## config.mk

```make
export PLATFORM = sky130hd
export DESIGN_NAME = pc_unit
export DESIGN_NICKNAME = d
export VERILOG_FILES = /design/src/rtl/pc_unit_pkg.sv /design/src/rtl/pc_next_mux.sv /design/src/rtl/pc_unit.sv
export SDC_FILE = /design/constraint.sdc
export NUM_CORES = 1
export LEC_CHECK = 0
export CORE_ASPECT_RATIO = 0.75
export CORE_MARGIN = 2
export CORE_UTILIZATION = 41
export DETAILED_ROUTE_END_ITERATION = 8
export PLACE_DENSITY = 0.86
export SYNTH_ARGS = -nofsm -noshare
export SYNTH_HDL_FRONTEND = slang
export SYNTH_SLANG_ARGS = --single-unit
```

## constraint.sdc

```tcl
create_clock -name clk -period 2.2 [get_ports clk]
set_clock_uncertainty 0.1 [all_clocks]
set_input_delay 0.55 -clock clk [delete_from_list [all_inputs] [get_ports clk]]
set_output_delay 0.55 -clock clk [all_outputs]
set_load 0.01 [all_outputs]
```

## src/rtl/pc_unit_pkg.sv

```systemverilog
// Shared encodings and constants for the program-counter unit.
package pc_unit_pkg;

  typedef enum logic [1:0] {
    PC_BOOT   = 2'd0,
    PC_RUN    = 2'd1,
    PC_HALTED = 2'd2,
    PC_FAULT  = 2'd3
  } pc_state_e;

  typedef enum logic [1:0] {
    NPC_SEQ = 2'd0,
    NPC_BR  = 2'd1,
    NPC_J   = 2'd2,
    NPC_JR  = 2'd3
  } npc_sel_e;

  localparam logic [31:0] PC_RESET_VECTOR = 32'h0000_0000;

endpackage

```

## src/rtl/pc_next_mux.sv

```systemverilog
// Combinational next-PC selection: priority select, target arithmetic and
// JR alignment check. Stall/halt handling lives in the caller.
module pc_next_mux
  import pc_unit_pkg::*;
(
  input  logic [31:0] inst_address_plus4,
  input  logic        branch_taken,
  input  logic [31:0] branch_offset,
  input  logic        jump,
  input  logic [25:0] jump_index,
  input  logic        jump_reg,
  input  logic [31:0] reg_target,
  output logic [31:0] next_pc,
  output logic        jr_fault
);

  npc_sel_e sel;

  // Priority select: JR over J over taken branch over sequential.
  always_comb begin
    sel = NPC_SEQ;
    if (jump_reg)          sel = NPC_JR;
    else if (jump)         sel = NPC_J;
    else if (branch_taken) sel = NPC_BR;
  end

  // Target arithmetic for the selected source; branch sum wraps mod 2^32.
  always_comb begin
    next_pc  = inst_address_plus4;
    jr_fault = 1'b0;
    case (sel)
      NPC_SEQ: next_pc = inst_address_plus4;
      NPC_BR:  next_pc = inst_address_plus4 + (branch_offset << 2);
      NPC_J:   next_pc = {inst_address_plus4[31:28], jump_index, 2'b00};
      NPC_JR: begin
        next_pc  = reg_target;
        jr_fault = (reg_target[1:0] != 2'b00);
      end
      default: next_pc = inst_address_plus4;
    endcase
  end

endmodule

```

## src/rtl/pc_unit.sv

```systemverilog
// Program-counter register, run/halt/fault sequencing and retired-instruction
// counter for the single-cycle MIPS datapath.
module pc_unit
  import pc_unit_pkg::*;
#(
  parameter logic [31:0] RESET_VECTOR = PC_RESET_VECTOR,
  parameter int unsigned CNT_W        = 32
) (
  input  logic             clk,
  input  logic             rst_n,
  input  logic [31:0]      inst_address_plus4,
  input  logic             branch_taken,
  input  logic [31:0]      branch_offset,
  input  logic             jump,
  input  logic [25:0]      jump_index,
  input  logic             jump_reg,
  input  logic [31:0]      reg_target,
  input  logic             stall,
  input  logic             halt,
  input  logic             resume,
  output logic [31:0]      inst_address,
  output logic             pc_valid,
  output logic             misaligned,
  output logic [31:0]      fault_addr,
  output logic [1:0]       state,
  output logic [CNT_W-1:0] inst_count
);

  localparam logic [CNT_W-1:0] CNT_ONE = CNT_W'(1);

  // A misaligned reset vector is a parameter error caught at elaboration.
  if (RESET_VECTOR[1:0] != 2'b00) begin : g_bad_reset_vector
    $error("pc_unit: RESET_VECTOR %h is not word aligned", RESET_VECTOR);
  end

  pc_state_e        state_q, state_d;
  logic [31:0]      pc_q, pc_d;
  logic             misaligned_q, misaligned_d;
  logic [31:0]      fault_addr_q, fault_addr_d;
  logic [CNT_W-1:0] cnt_q, cnt_d;

  logic [31:0] next_pc;
  logic        jr_fault;

  pc_next_mux u_next_mux (
    .inst_address_plus4 (inst_address_plus4),
    .branch_taken       (branch_taken),
    .branch_offset      (branch_offset),
    .jump               (jump),
    .jump_index         (jump_index),
    .jump_reg           (jump_reg),
    .reg_target         (reg_target),
    .next_pc            (next_pc),
    .jr_fault           (jr_fault)
  );

  // State, PC, fault capture and counter registers.
  always_ff @(posedge clk or negedge rst_n) begin
    if (!rst_n) begin
      state_q      <= PC_BOOT;
      pc_q         <= RESET_VECTOR;
      misaligned_q <= 1'b0;
      fault_addr_q <= '0;
      cnt_q        <= '0;
    end else begin
      state_q      <= state_d;
      pc_q         <= pc_d;
      misaligned_q <= misaligned_d;
      fault_addr_q <= fault_addr_d;
      cnt_q        <= cnt_d;
    end
  end

  // Next-state and register updates; in RUN, stall masks everything, then halt,
  // then a misaligned JR, then the mux's chosen target.
  always_comb begin
    state_d      = state_q;
    pc_d         = pc_q;
    misaligned_d = misaligned_q;
    fault_addr_d = fault_addr_q;
    cnt_d        = cnt_q;
    case (state_q)
      PC_BOOT: state_d = PC_RUN;
      PC_RUN: begin
        if (!stall) begin
          if (halt) begin
            state_d = PC_HALTED;
            cnt_d   = cnt_q + CNT_ONE;
          end else if (jr_fault) begin
            state_d      = PC_FAULT;
            misaligned_d = 1'b1;
            fault_addr_d = reg_target;
          end else begin
            pc_d  = next_pc;
            cnt_d = cnt_q + CNT_ONE;
          end
        end
      end
      PC_HALTED: begin
        if (resume) begin
          state_d = PC_RUN;
          pc_d    = inst_address_plus4;
        end
      end
      PC_FAULT: misaligned_d = 1'b1;
      default:  state_d = PC_BOOT;
    endcase
  end

  assign inst_address = pc_q;
  assign pc_valid     = (state_q == PC_RUN);
  assign misaligned   = misaligned_q;
  assign fault_addr   = fault_addr_q;
  assign state        = state_q;
  assign inst_count   = cnt_q;

endmodule

```

==> reports/results.ini, run 1 <==
[worst_setup_path]
reg2reg_from=state[1]$_DFFE_PN0P_
worstPathArrival_ns=2.88
critPathRequiredTime_ns=2.37
end_kind=flop
r2r_cells=7
reg2reg_to=inst_address[28]$_DFFE_PN0P_
ff2ff_setup_slack_ns=0.05
crit_type=primary input to flop
worst-path-max-fanout=3
start_kind=primary input

[final_layout]
area_delta_synth_final_pct=79.4
nNetsFinal=1218
mostFrequentLayoutCells=clkdlybuf4s50_1, buf_4, dfrtp_1, nand2_1, nor2_1
layout-drive-gt1-share_pct=36.6
final_common_cell=clkdlybuf4s50_1
seqCellArea_mm2=0.00248
fillers=1000
fin_util_pct=74.4
multi_input_area_mm2=0.00444

[sta]
period_minus_slack_ns=2.71
slew_violations=0
setup_viol=23
max_slew_margin_pct=65.3
worstMarginPinSlew_ns=0.515
clock.fmax_mhz=368
rsz0062_at_grt=true
fin_crit_sh_pct=123
setup_tns_ns=-6.66
fin_ws_ns=-0.515
hold_viol=0

[grt]
grt_pass1_vias=7386
grt_max_degree=64
grt_usage_pct=30.1
grt_pass1_wl_mm=38.9
grt_antenna_before_repair=1
gr-total-overflow=0

[synthesis]
synth_compound_area_share_pct=21.8
synth-edff-count=0
synth_mux_area_share_pct=6.10
ys_ff_latch=99
synth_area_per_cell_um2=9.37
synth_top_family_by_area=compound AO/OA/AOI/OAI gates
synth_ff_type=dfrtp_1
synth_cell_types=65
ys_seq_area_share_pct=39.6
synth_fa_ha_area_share_pct=6.32
yosysWarnings=0
yosys.area_share.simple_pct=15.1
synth-xor-area-share_pct=7.84
synth_fp_nets=829
syn_inst=668
syn_area_mm2=0.00626
ys_async_sr_fraction_pct=100

[placement]
hpwl_mm=18.2
gp_congestion=0.932
portBuffers=227

[clocking]
clock_sinks=99
cts_tree=yes
worstSkewPairLatency_ns=0.35
clockBufferDepth=2
cts_buffers=9
clk_pin_slew_ns=0.08
cts-htree-levels=3
cts_hold_buffers=0
cts-root-buf=clkbuf_16

[die]
core_mm2=0.0151
io_pins=230
fp-row-count=39
start_util_pct=41.5
die_h_um=111
die-area_mm2=0.0163
dieWidth_um=147

[worst_hold_path]
hp-class=primary input to asynchronous set/reset pin

[outcome]
status=finished with violations
failed_checks=negative setup slack

[power_and_ir_drop]
irDropWorstVdd_mv=0.438
p_leak_nw=4.88
power_density_mw_per_mm2=633

[drt]
vias=7146
finalWirelength_mm=26.0
drc=0
via_per_inst=5.64
postRouteAntennaNets=0
drt_pass1_iterations=5
drtIter0Drc=632
wl_per_cell_um=20.5

[flow_run]
drv_cap=0

-- layout make-up --
type	instances	area share (%)
diodes	1	0.0223
clock buffers	9	2.01
clock inverters	7	0.602
inverters	16	0.557
multi-input cells	519	39.5
flip-flops and latches	99	22.1
well taps	205	2.29
repair buffers	412	32.9
-- stage by stage --
step / hold WS [ns] / instances / worst slack (ns) / power (mW) / cell area (um^2)
global placement: 0.342 / 1215 / -1.35 / 5.14 / 10200
floorplan: 0.154 / 668 / -0.608 / 3.58 / 6550
detailed placement: 0.349 / 1215 / -1.44 / 5.23 / 10200
CTS: 0.107 / 1255 / -0.633 / 6.98 / 10900
finish: 0.0860 / 1268 / -0.515 / 7.10 / 11200
global route: 0.112 / 1268 / -0.549 / 7.43 / 11200
-- how the worst max path moves through the flow --
stage	start	end	slack (ns)	cells after the start
floorplan	inst_address_plus4[2]	inst_address[28]$_DFFE_PN0P_	-0.61	12
global placement	inst_address_plus4[2]	inst_address[28]$_DFFE_PN0P_	-1.35	13
detailed placement	inst_address_plus4[2]	inst_address[28]$_DFFE_PN0P_	-1.44	13
CTS	branch_offset[0]	inst_address[24]$_DFFE_PN0P_	-0.63	14
global route	branch_offset[0]	inst_address[24]$_DFFE_PN0P_	-0.55	14
finish	branch_offset[0]	inst_address[24]$_DFFE_PN0P_	-0.51	14
-- critical path, stage by stage --
cell and delay (ns):
buf_8 0.08, ha_4 0.13, inv_2 0.03, fa_2 0.33, and2b_1 0.23, o2111ai_2 0.14, a21oi_2 0.21, o21ai_2 0.10
a211o_1 0.35, buf_6 0.16, a21oi_4 0.11, xnor2_1 0.14, a21oi_1 0.10, o31ai_1 0.23
-- power by group --
part           internal [mW]  switching (mW)  leakage, nW  total [mW]
clock                  0.796           0.801        0.139        1.60
sequential              2.21           0.253         1.30        2.46
combinational           1.72            1.33         3.44        3.04
-- cell usage after synthesis (all sizes together) (6+ instances only) --
cell type  number  share of area [%]
dfrtp          99                 40
a21oi          62                5.1
nor2           57                3.5
nand2          53                3.2
o21ai          47                3.9
xnor2          43                6.0
mux2           33                5.9
ha             30                6.0
clkbuf         21                1.3
nand3          17                1.4
inv            16               0.96
a21o           13                1.6
buf            13                1.1
nand4          13                1.3
xor2           13                1.8
nor3           12               0.96
a221oi         11                1.5
and3           11                1.1
a222oi          9                1.4
o31ai           8               0.96
nand2b          7               0.70
a211oi          6               0.72
a31oi           6               0.60
and2            6               0.60
or3             6               0.60
-- logic make-up after synthesis --
kind of cell,after synthesis
flops,99
xor+xnor,56
mux,34
compound gates,202
fa+ha+maj,31
buf+inv,50
simple gates,196
-- what timing repair did --
item                       in CTS  in global routing
resized for setup             125                 95
setup endpoints to repair      35                 34
buffers inserted               24                 13
pin swaps                      63                 59
-- flip-flops by register name, summed over array words and instances (netlist names) --
signal / count
state: 2
inst_count: 32
fault_addr: 32
misaligned: 1
inst_address: 32
-- routing by layer --
layer / track usage (%) / vias up / share of wire [%]
met1: 38.1 / 3450 / 40
met2: 52.0 / 394 / 49
met3: 6.50 / 64 / 7.6
met5: 0 / - / 0
met4: 8.35 / 0 / 2.9
li1: - / 3238 / -
Note: power is estimated with default switching activity, not from simulation.
==> run 2, diff against run 1 <==
--- a/config.mk
+++ b/config.mk
@@ -7,9 +7,11 @@
 export LEC_CHECK = 0
 export CORE_ASPECT_RATIO = 0.75
 export CORE_MARGIN = 2
-export CORE_UTILIZATION = 41
+export CORE_UTILIZATION = 42
+export CTS_BUF_LIST = sky130_fd_sc_hd__clkbuf_2 sky130_fd_sc_hd__clkbuf_4 sky130_fd_sc_hd__clkbuf_8
 export DETAILED_ROUTE_END_ITERATION = 8
-export PLACE_DENSITY = 0.86
+export PLACE_DENSITY = 0.87
+export SLEW_MARGIN = 10
 export SYNTH_ARGS = -nofsm -noshare
 export SYNTH_HDL_FRONTEND = slang
 export SYNTH_SLANG_ARGS = --single-unit
==> run 2 against run 1 <==
The run still ends with negative setup slack left. Hold slack improved by 0.25 ns. Critical path type unchanged. Clock power down 20%. Register-to-register slack better by 0.04 ns. Combinational power rose by 3%. Highest routed layer unchanged. Critical path depth unchanged. Wire length increased by 3.5%. Largest power group unchanged.
==> reports/results.ini, run 2 (same netlist as run 1, synthesis figures left out) <==
[clocking]
cts_tree=yes
clock_sinks=99  ; unchanged
clk_pin_slew_ns=0.11  ; +0.03 ns
cts-htree-levels=3  ; unchanged
cts_buffers=9  ; unchanged
cts-root-buf=clkbuf_8
clockBufferDepth=2  ; unchanged
worstSkewPairLatency_ns=0.40  ; +0.05 ns

[sta]
slew_violations=0  ; unchanged
rsz0062_at_grt=true
setup_tns_ns=-5.68  ; +0.972 ns
period_minus_slack_ns=2.74  ; +0.0257 ns
fin_ws_ns=-0.540  ; -0.0257 ns
fin_crit_sh_pct=125  ; +1.2 points
clock.fmax_mhz=365  ; -0.94%
max_slew_margin_pct=70.8  ; +5.5 points
worstMarginPinSlew_ns=0.433  ; -0.0818 ns
setup_viol=23  ; unchanged
hold_viol=0  ; unchanged

[outcome]
failed_checks=negative setup slack
status=finished with violations

[drt]
route.met3.wl_mm=2.39  ; +21%
drc=0  ; unchanged
via_per_inst=5.74  ; +1.8%
drtIter0Drc=552  ; -13%
wl_per_cell_um=21.1  ; +2.8%
drt_pass1_iterations=6  ; +1
highest_layer=met4
wl_met1_mm=10.6  ; +2.2%
finalWirelength_mm=26.9  ; +3.5%
postRouteAntennaNets=0  ; unchanged
route.met2.wl_mm=13.0  ; +1.4%
vias=7322  ; +2.5%

[worst_setup_path]
crit_type=primary input to flop
r2r_cells=6  ; -1
reg2reg_from=inst_count[22]$_DFFE_PN0P_
reg2reg_to=inst_count[31]$_DFFE_PN0P_
worstPathArrival_ns=2.96  ; +0.08 ns
critPathRequiredTime_ns=2.42  ; +0.05 ns
ff2ff_setup_slack_ns=0.09  ; +0.04 ns
start_kind=primary input
worst-path-max-fanout=2  ; -1
end_kind=flop

[die]
dieWidth_um=145  ; -1.2%
core_mm2=0.0145  ; -3.8%
fp-row-count=38  ; -2.6%
start_util_pct=43.1  ; +1.7 points
io_pins=230  ; unchanged
die_h_um=110  ; -1.2%
die-area_mm2=0.0159  ; -2.3%

[worst_hold_path]
hp-start=inst_address_plus4[9]
worstHoldEndpoint=inst_address[9]$_DFFE_PN0P_
hp-class=primary input to flop
whs_path_depth=3

[final_layout]
layoutNonFillerInstCount=1276  ; +0.63%
fin_util_pct=78.3  ; +3.8 points
fillers=907  ; -9.3%
layout-drive-gt1-share_pct=37.8  ; +1.1 points
mostFrequentLayoutCells=buf_4, clkdlybuf4s50_1, dfrtp_1, nand2_1, nor2_1
final_common_cell=buf_4
nNetsFinal=1231  ; +1.1%
area_delta_synth_final_pct=81.4

[power_and_ir_drop]
p_leak_nw=5.07  ; +4.0%
power_density_mw_per_mm2=606  ; -4.2%
irDropWorstVdd_mv=0.437  ; -0.34%

[grt]
grt_pass1_vias=7382  ; -0.054%
grt_pass1_wl_mm=38.9  ; about the same
grt_usage_pct=31.1  ; +1.1 points
grt_max_degree=45  ; -30%
gr-total-overflow=0  ; unchanged
grt_antenna_before_repair=0  ; -1

[placement]
pre_cts_ws_ns=-1.44  ; +0.000510 ns
hpwl_mm=18.6  ; +2.5%
gp_congestion=0.952  ; +2.1%
placedCellCount=1222  ; +0.58%
portBuffers=227  ; unchanged

[flow_run]
drv_cap=0  ; unchanged

## run 2: worst max-delay path: stages
cell and delay (ns):
buf_8 0.08, ha_4 0.13, inv_2 0.04, fa_2 0.34, and2b_1 0.26, o2111ai_2 0.14, a21oi_2 0.24, o21ai_2 0.10
a211o_1 0.34, buf_6 0.15, a21oi_4 0.11, xnor2_1 0.12, a21oi_1 0.10, o31ai_1 0.24
## run 2: how the worst max path moves through the flow
stage | from | end | slack [ns] | cells past startpoint
final | inst_address_plus4[2] | inst_address[24]$_DFFE_PN0P_ | -0.54 | 14
after global routing | inst_address_plus4[2] | inst_address[28]$_DFFE_PN0P_ | -0.58 | 13
after CTS | branch_offset[0] | inst_address[24]$_DFFE_PN0P_ | -0.57 | 14
after detailed placement | inst_address_plus4[2] | inst_address[28]$_DFFE_PN0P_ | -1.44 | 13
after global placement | inst_address_plus4[2] | inst_address[28]$_DFFE_PN0P_ | -1.36 | 13
after floorplan | inst_address_plus4[2] | inst_address[28]$_DFFE_PN0P_ | -0.61 | 12
## run 2: layer usage
layer,GRT usage [%],up-vias
met5,0,-
met4,9.76,0
met3,7.88,80
met2,54.6,433
met1,38.3,3540
li1,-,3269
## run 2: per-stage QoR
step,area (um^2),hold WS [ns],power (mW)
2_1_floorplan,6550,0.154,3.58
3_3_place_gp,10200,0.344,5.16
3_5_place_dp,10200,0.348,5.23
4_1_cts,10900,0.337,6.62
5_1_grt,11300,0.339,7.17
6_report,11300,0.333,6.88
## run 2: cell type report
type,count,area [um^2],area share (%)
diodes,1,2.50,0.0221
clock buffers,9,124,1.09
clock inverters,7,91.3,0.805
inverters,16,62.6,0.551
multi-input cells,519,4480,39.4
flip-flops and latches,99,2480,21.9
well taps,200,250,2.21
repair buffers,425,3860,34.0
## run 2: timing repair
action | 4_1_cts | 5_1_grt
buffers inserted | 21 | 18
pin swaps | 66 | 65
gates resized for setup | 120 | 153
setup endpoints to repair | 43 | 37
hold endpoints to repair | 17 | 0
hold buffers | 1 | 0
## run 2: report_power, final
part           leakage (nW)  internal (mW)  switching [mW]
combinational          3.67           1.76            1.37
clock                 0.106          0.462           0.818
sequential             1.29           2.21           0.263
total                  5.07           4.43            2.46
==> run 3, diff against run 2 <==
--- a/config.mk
+++ b/config.mk
@@ -5,12 +5,14 @@
 export SDC_FILE = /design/constraint.sdc
 export NUM_CORES = 1
 export LEC_CHECK = 0
+export CELL_PAD_IN_SITES_DETAIL_PLACEMENT = 1
+export CELL_PAD_IN_SITES_GLOBAL_PLACEMENT = 2
 export CORE_ASPECT_RATIO = 0.75
-export CORE_MARGIN = 2
-export CORE_UTILIZATION = 42
+export CORE_UTILIZATION = 24
 export CTS_BUF_LIST = sky130_fd_sc_hd__clkbuf_2 sky130_fd_sc_hd__clkbuf_4 sky130_fd_sc_hd__clkbuf_8
 export DETAILED_ROUTE_END_ITERATION = 8
-export PLACE_DENSITY = 0.87
+export PLACE_DENSITY = 0.86
+export SKIP_CTS_REPAIR_TIMING = 1
 export SLEW_MARGIN = 10
 export SYNTH_ARGS = -nofsm -noshare
 export SYNTH_HDL_FRONTEND = slang
==> run 3 against run 2 <==
The run still ends with negative setup slack left. Combinational power down 6%. Core utilization fell by 34 points. Non-clock buffer count is 31 lower. Clock-buffer cell count did not move. Sequential share of layout area is 0.36 points higher. Power shrank 2.7%. Final area is 1.6% lower. Worst setup slack worse by 0.064 ns. Clock power barely moved. Global-route usage shrank 11 points. Die area up 68%. Largest power group unchanged.
==> reports/results.ini, run 3 (same netlist as run 1, synthesis figures left out) <==
[outcome]
status=finished with violations
failed_checks=negative setup slack

[die]
die-area_mm2=0.0267  ; +68%
dieWidth_um=188  ; +30%
core_mm2=0.0253  ; +74%
die_h_um=142  ; +29%
start_util_pct=24.8  ; -18 points
io_pins=230  ; unchanged
fp-row-count=50  ; +32%

[placement]
hpwl_mm=21.7  ; +16%
placedCellCount=1354  ; +11%
place_area_mm2=0.0104  ; +1.6%
portBuffers=227  ; unchanged
gp_congestion=0.855  ; -10%

[power_and_ir_drop]
irDropWorstVdd_mv=0.333  ; -24%
clkPwrFrac_pct=19.3  ; +0.7 points
seq_power_share_pct=36.6  ; +0.7 points
p_sw_share_pct=35.4  ; -0.27 points
p_comb_share_pct=44.0  ; -1.5 points
p_int_mw=4.32  ; -2.3%
power_density_mw_per_mm2=599  ; -1.2%
p_switching_mw=2.37  ; -3.5%
p_leak_nw=4.99  ; -1.7%

[grt]
grt_pass1_wl_mm=41.5  ; +6.9%
grt_pass1_vias=7224  ; -2.1%
grt_max_degree=51  ; +13%
gr-total-overflow=0  ; unchanged
grt_antenna_before_repair=5  ; +5
grt_usage_pct=20.3  ; -11 points

[sta]
worstMarginPinSlew_ns=0.541  ; +0.109 ns
period_minus_slack_ns=2.80  ; +0.0642 ns
fin_crit_sh_pct=127  ; +2.9 points
fin_ws_ns=-0.605  ; -0.0642 ns
clock.fmax_mhz=357  ; -2.3%
slew_violations=0  ; unchanged
hold_viol=0  ; unchanged
max_slew_margin_pct=63.5  ; -7.3 points
rsz0062_at_grt=true
setup_viol=25  ; +8.7%

[final_layout]
layout-drive-gt1-share_pct=31.4  ; -6.3 points
mostFrequentLayoutCells=clkdlybuf4s50_1, buf_4, dfrtp_1, nand2_1, nor2_1
final_common_cell=clkdlybuf4s50_1
area_delta_synth_final_pct=78.5
nNetsFinal=1200  ; -2.5%
layoutNonFillerInstCount=1387  ; +8.7%
fin_area_mm2=0.0112  ; -1.6%
fin_util_pct=44.2  ; -34 points

[worst_hold_path]
hp-start=inst_address_plus4[2]
whs_path_depth=3  ; unchanged
worstHoldEndpoint=inst_address[2]$_DFFE_PN0P_
hp-class=primary input to flop

[worst_setup_path]
reg2reg_from=state[0]$_DFFE_PN0P_
reg2reg_to=inst_address[26]$_DFFE_PN0P_
start_kind=primary input
worstPathArrival_ns=3.04  ; +0.08 ns
crit_type=primary input to flop
r2r_cells=7  ; +1
worst-path-max-fanout=3  ; +1
ff2ff_setup_slack_ns=0.08  ; about the same
critPathRequiredTime_ns=2.44  ; +0.02 ns
end_kind=flop

[drt]
drc=0  ; unchanged
finalWirelength_mm=27.5  ; +2.3%
wl_per_cell_um=19.8  ; -5.9%
drt_pass1_iterations=5  ; -1
vias=6854  ; -6.4%
via_per_inst=4.94  ; -14%
postRouteAntennaNets=0  ; unchanged
drtIter0Drc=309  ; -44%

[clocking]
cts_tree=yes
clockBufferDepth=2  ; unchanged
cts-htree-levels=3  ; unchanged
worstSkewPairLatency_ns=0.41  ; about the same
clk_pin_slew_ns=0.12  ; about the same
clock_sinks=99  ; unchanged
cts-root-buf=clkbuf_8
cts_buffers=9  ; unchanged

[flow_run]
drv_cap=0  ; unchanged

==> run 3: changes by cell type in the layout (fill, tap and decap cells not counted), moves of 8 or more <==
cell             previous run  this run
clkdlybuf4s50_1           166       182
buf_4                     178       154
a21oi_4                    12         4
clkbuf_2                   20         0
dlymetal6s2s_1             27        41
buf_6                      19         5
==> run 3: cell type report <==
class,instances,area [um^2]
Fill cell,2837,14100
Multi-Input combinational cell,519,4230
Timing Repair Buffer,394,3760
Sequential cell,99,2480
Tap cell,338,423
Clock buffer,9,124
Clock inverter,7,77.6
Inverter,16,60.1
Antenna cell,5,12.5
==> run 3: metal layers <==
metal  global-route usage, %  routed length, um  up-vias
met5                       0                 13        -
li1                        -                  -     3200
met1                    26.7              12400     3374
met2                    32.8              12700      239
met3                    5.89               1880       39
met4                    5.18                549        2
==> run 3: worst max-delay path, stage by stage <==
cell	delay, ns
buf_6	0.08
ha_4	0.14
inv_2	0.04
fa_2	0.39
and2b_1	0.23
o2111ai_2	0.15
a21oi_2	0.22
o21ai_2	0.10
a211o_1	0.37
a2111oi_4	0.39
nor3_1	0.08
nand3b_1	0.16
a21oi_1	0.14
==> run 3: through the flow <==
step	hold WS (ns)	setup slack (ns)	TNS [ns]	total power [mW]
final	0.344	-0.605	-7.55	6.70
after global routing	0.353	-0.718	-10.20	7.06
after CTS	-0.121	-0.978	-17.75	6.64
after detailed placement	0.354	-1.42	-53.23	5.31
after global placement	0.341	-1.36	-50.61	5.24
after floorplan	0.154	-0.608	-4.06	3.58
==> run 3: power groups by stage <==
stage	sequential, mW	combinational, mW	clock, mW
floorplan	2.64	0.939	0
global placement	2.47	2.76	0
detailed placement	2.50	2.81	0
CTS	2.46	2.83	1.35
global route	2.51	3.15	1.40
finish	2.45	2.95	1.30
==> run 3: how the worst max path moves through the flow <==
stage	to	start	slack [ns]	depth (start not counted)
after detailed placement	inst_address[28]$_DFFE_PN0P_	inst_address_plus4[2]	-1.42	13
after global placement	inst_address[28]$_DFFE_PN0P_	inst_address_plus4[2]	-1.36	13
after CTS	inst_address[28]$_DFFE_PN0P_	inst_address_plus4[2]	-0.98	13
after global routing	inst_address[24]$_DFFE_PN0P_	branch_offset[0]	-0.72	14
final	inst_address[28]$_DFFE_PN0P_	branch_offset[0]	-0.60	13
after floorplan	inst_address[28]$_DFFE_PN0P_	inst_address_plus4[2]	-0.61	12
